File: src/rtl/seg7_pkg.sv
// Shared constants and helpers for the 7-segment receive path: segment patterns,
// symbol codes, the expected message and the pattern-to-code encoder.
package seg7_pkg;

  localparam int unsigned SEG_W   = 7;
  localparam int unsigned CODE_W  = 4;
  localparam int unsigned POS_W   = 4;
  localparam int unsigned CNT_W   = 8;
  localparam int unsigned MSG_LEN = 10;

  typedef logic [SEG_W-1:0]  seg_t;
  typedef logic [CODE_W-1:0] code_t;
  typedef logic [POS_W-1:0]  pos_t;

  typedef enum logic {
    ST_SYNC = 1'b0,
    ST_LOCK = 1'b1
  } seq_state_e;

  // Bit 0 is segment 1 (top), bit 6 is segment 7 (middle).
  localparam seg_t PAT_U     = 7'b0111110;
  localparam seg_t PAT_A     = 7'b1110111;
  localparam seg_t PAT_B     = 7'b1111100;
  localparam seg_t PAT_C     = 7'b0111001;
  localparam seg_t PAT_DASH  = 7'b1000000;
  localparam seg_t PAT_E     = 7'b1111001;
  localparam seg_t PAT_L     = 7'b0111000;
  localparam seg_t PAT_T     = 7'b0110001;
  localparam seg_t PAT_BLANK = 7'b0000000;

  localparam code_t CODE_U       = 4'd0;
  localparam code_t CODE_A       = 4'd1;
  localparam code_t CODE_B       = 4'd2;
  localparam code_t CODE_C       = 4'd3;
  localparam code_t CODE_DASH    = 4'd4;
  localparam code_t CODE_E       = 4'd5;
  localparam code_t CODE_L       = 4'd6;
  localparam code_t CODE_T       = 4'd9;
  localparam code_t CODE_INVALID = 4'd14;
  localparam code_t CODE_BLANK   = 4'd15;

  function automatic code_t encode(input seg_t pat);
    code_t code;
    case (pat)
      PAT_U:     code = CODE_U;
      PAT_A:     code = CODE_A;
      PAT_B:     code = CODE_B;
      PAT_C:     code = CODE_C;
      PAT_DASH:  code = CODE_DASH;
      PAT_E:     code = CODE_E;
      PAT_L:     code = CODE_L;
      PAT_T:     code = CODE_T;
      PAT_BLANK: code = CODE_BLANK;
      default:   code = CODE_INVALID;
    endcase
    return code;
  endfunction

  // Message "UABC-ELECT" by position.
  function automatic code_t expected_code(input pos_t pos);
    code_t code;
    case (pos)
      4'd0:    code = CODE_U;
      4'd1:    code = CODE_A;
      4'd2:    code = CODE_B;
      4'd3:    code = CODE_C;
      4'd4:    code = CODE_DASH;
      4'd5:    code = CODE_E;
      4'd6:    code = CODE_L;
      4'd7:    code = CODE_E;
      4'd8:    code = CODE_C;
      4'd9:    code = CODE_T;
      default: code = CODE_INVALID;
    endcase
    return code;
  endfunction

endpackage

File: src/rtl/seg7_stable_filter.sv
// Glitch filter: a pattern must hold STABLE_CYCLES sampling edges and differ from
// the last accepted pattern before it is accepted.
module seg7_stable_filter
  import seg7_pkg::*;
#(
  parameter int unsigned STABLE_CYCLES = 4
) (
  input  logic             clk,
  input  logic             rst_n,
  input  logic             ena,
  input  logic [SEG_W-1:0] segments,
  output logic             accept_c,
  output logic [SEG_W-1:0] pattern_c
);

  localparam logic [CNT_W-1:0] STABLE    = CNT_W'(STABLE_CYCLES);
  localparam logic [CNT_W-1:0] STABLE_M1 = CNT_W'(STABLE_CYCLES - 1);
  localparam logic [CNT_W-1:0] CNT_ONE   = CNT_W'(1);

  seg_t             cand_q, cand_d;
  seg_t             last_q, last_d;
  logic [CNT_W-1:0] cnt_q, cnt_d;
  logic             reached;

  always_comb begin
    cand_d   = cand_q;
    cnt_d    = cnt_q;
    last_d   = last_q;
    reached  = 1'b0;
    accept_c = 1'b0;
    if (ena) begin
      if (segments != cand_q) begin
        cand_d  = segments;
        cnt_d   = CNT_ONE;
        reached = (STABLE == CNT_ONE);
      end else if (cnt_q != STABLE) begin
        cnt_d   = cnt_q + CNT_ONE;
        reached = (cnt_q == STABLE_M1);
      end
      // Same symbol is only re-accepted after a different stable pattern.
      if (reached && (cand_d != last_q)) begin
        accept_c = 1'b1;
        last_d   = cand_d;
      end
    end
  end

  assign pattern_c = cand_d;

  always_ff @(posedge clk) begin
    if (!rst_n) begin
      cand_q <= PAT_BLANK;
      cnt_q  <= STABLE;
      last_q <= PAT_BLANK;
    end else begin
      cand_q <= cand_d;
      cnt_q  <= cnt_d;
      last_q <= last_d;
    end
  end

endmodule

File: src/rtl/seg7_reader.sv
// 7-segment reader: filters and encodes the segment bus and tracks "UABC-ELECT".
// The sequence checker is present only when SEG7_READER_SEQCHK_EN is defined.
module seg7_reader
  import seg7_pkg::*;
#(
  parameter int unsigned STABLE_CYCLES = 4
) (
  input  logic              clk,
  input  logic              rst_n,
  input  logic              ena,
  input  logic [SEG_W-1:0]  segments,
  output logic              sym_valid,
  output logic [CODE_W-1:0] sym_code,
  output logic [POS_W-1:0]  seq_pos,
  output logic              seq_error,
  output logic              msg_done
);

  logic  accept_c;
  seg_t  pattern_c;
  code_t code_c;

  seg7_stable_filter #(
    .STABLE_CYCLES(STABLE_CYCLES)
  ) u_filter (
    .clk      (clk),
    .rst_n    (rst_n),
    .ena      (ena),
    .segments (segments),
    .accept_c (accept_c),
    .pattern_c(pattern_c)
  );

  assign code_c = encode(pattern_c);

  logic  sym_valid_q, sym_valid_d;
  code_t sym_code_q, sym_code_d;

  always_comb begin
    sym_valid_d = accept_c;
    sym_code_d  = accept_c ? code_c : sym_code_q;
  end

  always_ff @(posedge clk) begin
    if (!rst_n) begin
      sym_valid_q <= 1'b0;
      sym_code_q  <= CODE_BLANK;
    end else begin
      sym_valid_q <= sym_valid_d;
      sym_code_q  <= sym_code_d;
    end
  end

  assign sym_valid = sym_valid_q;
  assign sym_code  = sym_code_q;

`ifdef SEG7_READER_SEQCHK_EN
  localparam pos_t LAST_POS = POS_W'(MSG_LEN - 1);

  seq_state_e state_q, state_d;
  pos_t       seq_pos_q, seq_pos_d;
  logic       seq_error_q, seq_error_d;
  logic       msg_done_q, msg_done_d;
  logic       match_c;

  assign match_c = (code_c == expected_code(seq_pos_q));

  always_ff @(posedge clk) begin
    if (!rst_n) begin
      state_q     <= ST_SYNC;
      seq_pos_q   <= '0;
      seq_error_q <= 1'b0;
      msg_done_q  <= 1'b0;
    end else begin
      state_q     <= state_d;
      seq_pos_q   <= seq_pos_d;
      seq_error_q <= seq_error_d;
      msg_done_q  <= msg_done_d;
    end
  end

  always_comb begin
    state_d = state_q;
    if (accept_c) begin
      case (state_q)
        ST_SYNC: if (code_c == CODE_U) state_d = ST_LOCK;
        ST_LOCK: begin
          // A mismatching U resynchronises in place; any other mismatch drops lock.
          if ((code_c != CODE_BLANK) && !match_c && (code_c != CODE_U)) state_d = ST_SYNC;
        end
        default: state_d = ST_SYNC;
      endcase
    end
  end

  always_comb begin
    seq_pos_d   = seq_pos_q;
    seq_error_d = seq_error_q;
    msg_done_d  = 1'b0;
    if (accept_c) begin
      case (state_q)
        ST_SYNC: if (code_c == CODE_U) seq_pos_d = POS_W'(1);
        ST_LOCK: begin
          if (code_c == CODE_BLANK) begin
            seq_pos_d = seq_pos_q;
          end else if (match_c) begin
            if (seq_pos_q == LAST_POS) begin
              seq_pos_d  = '0;
              msg_done_d = 1'b1;
            end else begin
              seq_pos_d = seq_pos_q + POS_W'(1);
            end
          end else begin
            seq_error_d = 1'b1;
            seq_pos_d   = (code_c == CODE_U) ? POS_W'(1) : '0;
          end
        end
        default: seq_pos_d = '0;
      endcase
    end
  end

  assign seq_pos   = seq_pos_q;
  assign seq_error = seq_error_q;
  assign msg_done  = msg_done_q;
`else
  assign seq_pos   = '0;
  assign seq_error = 1'b0;
  assign msg_done  = 1'b0;
`endif

endmodule

File: config.mk
export PLATFORM = sky130hd
export DESIGN_NAME = seg7_reader
export DESIGN_NICKNAME = d
export VERILOG_FILES = /design/src/rtl/seg7_pkg.sv /design/src/rtl/seg7_stable_filter.sv /design/src/rtl/seg7_reader.sv
export SDC_FILE = /design/constraint.sdc
export NUM_CORES = 1
export LEC_CHECK = 0
export CAP_MARGIN = 10
export CORE_MARGIN = 2
export CORE_UTILIZATION = 40
export DETAILED_ROUTE_END_ITERATION = 12
export GPL_TIMING_DRIVEN = 1
export HOLD_SLACK_MARGIN = 0.05
export PLACE_DENSITY = 0.7
export RECOVER_POWER = 50
export SYNTH_ARGS = -nofsm -noshare
export SYNTH_HDL_FRONTEND = slang
export SYNTH_SLANG_ARGS = --single-unit
File: constraint.sdc
create_clock -name clk -period 2.15 [get_ports clk]
set_clock_uncertainty 0.2 [all_clocks]
set_input_delay 0.43 -clock clk [delete_from_list [all_inputs] [get_ports clk]]
set_output_delay 0.43 -clock clk [all_outputs]
set_load 0.01 [all_outputs]
---- After elaboration in Yosys (flattened, before gate mapping) ----
Cells that the tools add are included.
word-level totals
  flip-flop bits (word level) ............. 27
  bits in latches ......................... 0
  memory bits (writable) .................. 0
  memory bits (read-only) ................. 0
  input bits .............................. 10
  output and inout port bits .............. 11
  logic and storage cells ................. 34
  memories ................................ 0
operators by class
  add/subtract/negate cells ............... 1
  multiply operators ...................... 0
  divide/modulo/power cells ............... 0
  order comparisons ....................... 0
  equality and inequality tests ........... 12
  shifts and indexed selects .............. 0
  muxes and demuxes ....................... 11
  bitwise logic cells ..................... 0
  reductions and logical operators ........ 5
operators with widths
  cell                   count
  $pmux W4 S9            1
  $eq A7 B6 Y1 const B   4
  $eq A7 B7 Y1 const B   4
  $mux W7                3
  $mux W8                2
  $ne A7 B7 Y1           2
  $add A8 B1 Y8 const B  1
  $eq A8 B2 Y1 const B   1
  $ne A8 B3 Y1 const B   1
  $logic_not A7 Y1       1
  $mux W1                5
  $reduce_and A2 Y1      2
  $reduce_bool A2 Y1     1
  $logic_and A1 B1 Y1    1

---- Longest topological paths before layout ----
  depth after elaboration ................. 7
  mapped depth ............................ 8

---- By module ----
A second synthesis with hierarchy kept.
second synthesis, totals
  cells, all modules ...................... 184
  area, all modules ....................... 1594.0 µm²
modules (own cells, without submodules)
  module              times used  cells each  area each (µm²)  seq. area each (µm²)
  seg7_stable_filter  1           126         1168.6           440.4
  seg7_reader         1           58          425.4            100.1

---- Least setup slack after synthesis ----
Ideal clock, no wire load.
  kind .................................... input -> register
  start point ............................. in segments[2]
  end point ............................... reg sym_code_q[2], in the netlist sym_code[2]
  setup time .............................. 0.123 ns
  arrival time ............................ 1.728 ns
  path slack .............................. 0.098 ns
  cell stages on the path ................. 7
  path through ............................ buf_6 nor4b_4 nor2_1 or3_4 and3_4 nor4_1 o21ai_1
on the way
  longest elaborated chain between the ends .. 7
  elaborated cells between the ends (all ways) .. 20
  classes of those cells .................. eq/ne (10); mux (8); reduce/logical (2)
RTL lines
  item                                                 RTL line           source
  start: declaration                                   seg7_reader.sv:11  input logic [SEG_W-1:0] segments,
  branches (longest 7 deep; another with $pmux W4 S9)  --
  end signal: assignment                               seg7_reader.sv:50  sym_code_q <= sym_code_d;
  end: declaration                                     seg7_reader.sv:37  code_t sym_code_q, sym_code_d;
Parallel ways; which one is timed is not known. The select of a mux whose other input is x is not followed.
A chain may end at the register's enable or synchronous reset.

---- Worst setup path after layout ----
  start point ............................. in ena
  end point ............................... reg sym_code_q[2], in the netlist sym_code[2]
on the way
  longest elaborated chain between the ends .. 3
  elaborated cells between the ends (all ways) .. 12
  classes of those cells .................. eq/ne (8); mux (3); reduce/logical (1)
RTL lines
  item                                  RTL line                  source
  start: declaration                    seg7_reader.sv:10         input logic ena,
  $mux W7                               seg7_stable_filter.sv:31  if (ena) begin
  $eq A7 B6 Y1 (tied with other cells)  seg7_pkg.sv:44            case (pat)
  $pmux W4 S9                           seg7_pkg.sv:44
Parallel ways exist; a longest one is shown, timed or not.

==> impl_metrics.env <==
export IMPL_syn_area_per_cell_um2=9.00
export IMPL_grt_overflow=0
export IMPL_rsz0062_at_grt="yes"
export IMPL_final_util_pct=54.2
export IMPL_crit_chain="dlygate4sd2_1, buf_4, or3_2, a21oi_2, o21ai_1, and3_4, nor4_2, o21ai_1"
export IMPL_end_kind="flip-flop"
export IMPL_required_ps=2130
export IMPL_h_tree_depth=1
export IMPL_diodes=0
export IMPL_wl_um=3700
export IMPL_numPortBuffers=14
export IMPL_max_freq_ghz=0.478
export IMPL_finish_instance_area_mm2=0.00222
export IMPL_ios=21
export IMPL_synth_fa_ha_area_share_pct=1.44
export IMPL_grt_usage_pct=16.5
export IMPL_synth_yosys_seq_area_share_pct=31.1
export IMPL_powerDensity_mw_per_mm2=475
export IMPL_synthArstFlopShare_pct=0
export IMPL_dieArea_mm2=0.00489
export IMPL_crit_path_start_kind="input port"
export IMPL_pre_cts_ws_ps=-486
export IMPL_netlist_area_mm2=0.00174
export IMPL_fin_crit_sh_pct=97.2
export IMPL_via_per_inst=5.14
export IMPL_die_height_um=69.9
export IMPL_drc=0
export IMPL_drive_gt1_share_pct=27.5
export IMPL_finalHoldViolations=0
export IMPL_via_count=1469
export IMPL_maxCapViolations=0
export IMPL_p_leak_uw=0.00101
export IMPL_path_clk_slew_ps=100
export IMPL_synthCells=193
export IMPL_cts_hold_buf=0
export IMPL_finalSetupTns_ps=0
export IMPL_worstPathArrival_ps=2070
export IMPL_grt_pass1_vias=1425
export IMPL_cts_sink_count=27
export IMPL_cts_tree="yes"
export IMPL_core_area_mm2=0.00409
export IMPL_total_power_uw=1050
export IMPL_layout_nets=249
export IMPL_regToRegSetupSlack_ps=180
export IMPL_clockRootBuffer="clkbuf_8"
export IMPL_clock_path_buffers=2
export IMPL_cts_setup_buffers=0
export IMPL_clock_latency_ps=280
export IMPL_ant_nets=0
export IMPL_cts_inserted_buffers=3
export IMPL_synth_top_family_by_area="simple AND/OR/NAND/NOR gates"
export IMPL_crit_type="input port to flip-flop"
export IMPL_drtPass1Iterations=4
export IMPL_holdCritPathClass="flip-flop to flip-flop"
export IMPL_hpwl_um=2880
export IMPL_fin_crit_ps=2090
export IMPL_synthTopCellsByArea="dfxtp_1 (31%), xor2_1 (9.6%), mux2i_1 (8.1%)"
export IMPL_antenna_found_initial=0
export IMPL_die_width_um=69.9
export IMPL_routedWlPerCell_um=12.9
export IMPL_synth_edf_count=0
export IMPL_place_area_mm2=0.00210
export IMPL_place_congestion=0.905
export IMPL_synth_compound_area_share_pct=11.3
export IMPL_ys_flop_type="dfxtp_1"
export IMPL_syn2layout_area_growth_pct=27.5
export IMPL_synth_top_area_cell="dfxtp_1"
export IMPL_synth_simple_gate_area_share_pct=26.1
export IMPL_slew_violations=0
export IMPL_ys_types=52
export IMPL_ys_seq_elements=27
export IMPL_setup_viol=0
export IMPL_first_iter_violations=54
export IMPL_start_util_pct=42.5
export IMPL_muxShareOfSynthArea_pct=10.2
export IMPL_row_count=23
export IMPL_synth_warnings=0
export IMPL_worst_slack_ps=59.5
export IMPL_outcome="complete, no violations"
export IMPL_crit_top_cell="o21ai_1"
export IMPL_crit_fanout=4
export IMPL_synth_xor_area_share_pct=10.1
export IMPL_critical_path_max_stage_delay_ps=470
export IMPL_synth_top_cell_area_share_pct=31.1
export IMPL_peakVddDrop_mv=0.293
export IMPL_grt_pass1_wl_um=6570
export IMPL_slowest_stage="or3_2"
export IMPL_grt_max_degree=16
-- layout make-up --
cell class | instances | area (um^2)
fillers | 360 | 1870
multi-input cells | 147 | 1110
flip-flops and latches | 27 | 541
repair buffers | 52 | 435
well taps | 50 | 62.6
clock buffers | 3 | 41.3
inverters | 6 | 22.5
clock inverters | 1 | 5.00
-- placed cells by master (no fill, tap or decap), types with 2 or more instances in the layout --
master,instances
buf_4,30
nor2_1,28
dfxtp_1,27
xor2_1,19
mux2i_1,14
nand2_1,9
dlygate4sd2_1,8
a21oi_1,7
nor3_1,6
conb_1,6
dlygate4sd3_1,6
buf_6,6
inv_1,5
o21ai_1,3
and3_1,3
nand4_1,3
nor2b_1,3
clkbuf_8,3
nand3_1,2
o21ai_0,2
nor4_2,2
and3_4,2
or3b_1,2
nor3b_1,2
a31oi_1,2
ha_1,2
-- synthesized netlist by cell type (all sizes together) (2+ instances only) --
library cell  instances
a211oi                2
a21oi                 8
a31oi                 2
a32o                  2
and3                  5
buf                  17
dfxtp                27
ha                    2
inv                   5
mux2i                15
nand2                 9
nand3                 4
nand4                 4
nor2                 29
nor2b                 3
nor3                  6
nor3b                 2
nor4                  4
o21ai                 6
or3                   2
or3b                  2
or4                   2
xor2                 19
-- flip-flops by register name, indices dropped and copies added (netlist names) --
| register | count |
|---|---|
| sym_code | 4 |
| sym_valid | 1 |
| u_filter.cand_q | 7 |
| u_filter.cnt_q | 8 |
| u_filter.last_q | 7 |
-- timing repair --
item                                    CTS  global route
endpoints found under the hold margin     0             0
resized for setup                        22             3
pin swaps                                 3             1
endpoints found under the setup margin   19             7
-- critical path, delay by kind of cell --
family | cells | cell delay [ps]
AO/OA/AOI/OAI | 3 | 350
buffers and inverters | 2 | 430
AND/OR/NAND/NOR | 3 | 850
-- path summary, 6_finish.rpt --
check                                       start           endpoint  depth (start not counted)
worst max-delay path                          ena        sym_code[2]                          8
worst min-delay path                  sym_code[1]        sym_code[1]                          2
worst max register to register  u_filter.cnt_q[3]  u_filter.cnt_q[1]                          6
worst min register to register        sym_code[1]        sym_code[1]                          2
-- cell families (layout without fill, tap and decap cells) --
family                   after synthesis  in the layout
buffers and inverters                 24             62
adder cells (fa/ha/maj)                2              2
multiplexers                          16             16
XOR/XNOR                              20             20
flip-flops                            27             27
AND/OR/NAND/NOR                       75             75
AO/OA/AOI/OAI                         28             28
other                                  1              6
-- stage by stage --
stage | hold WS (ps) | std cells
detailed placement | 270 | 282
CTS | 285 | 286
global placement | 259 | 282
global route | 306 | 286
floorplan | 284 | 198
finish | 284 | 286
-- power breakdown --
| group | internal, uW | switching [uW] | total (uW) |
|---|---|---|---|
| Sequential | 511 | 16.3 | 527 |
| Combinational | 116 | 118 | 234 |
| Clock | 130 | 160 | 291 |
-- layer usage --
metal	wire length [um]	vias to the layer above	track usage (%)	part of all wire (%)
li1	-	750	-	-
met1	1790	669	22.3	48
met2	1680	46	27.1	45
met3	204	4	3.75	5.5
met4	23	0	3.21	0.62
met5	0	-	0	0
Power figures use the tool's default switching activity.
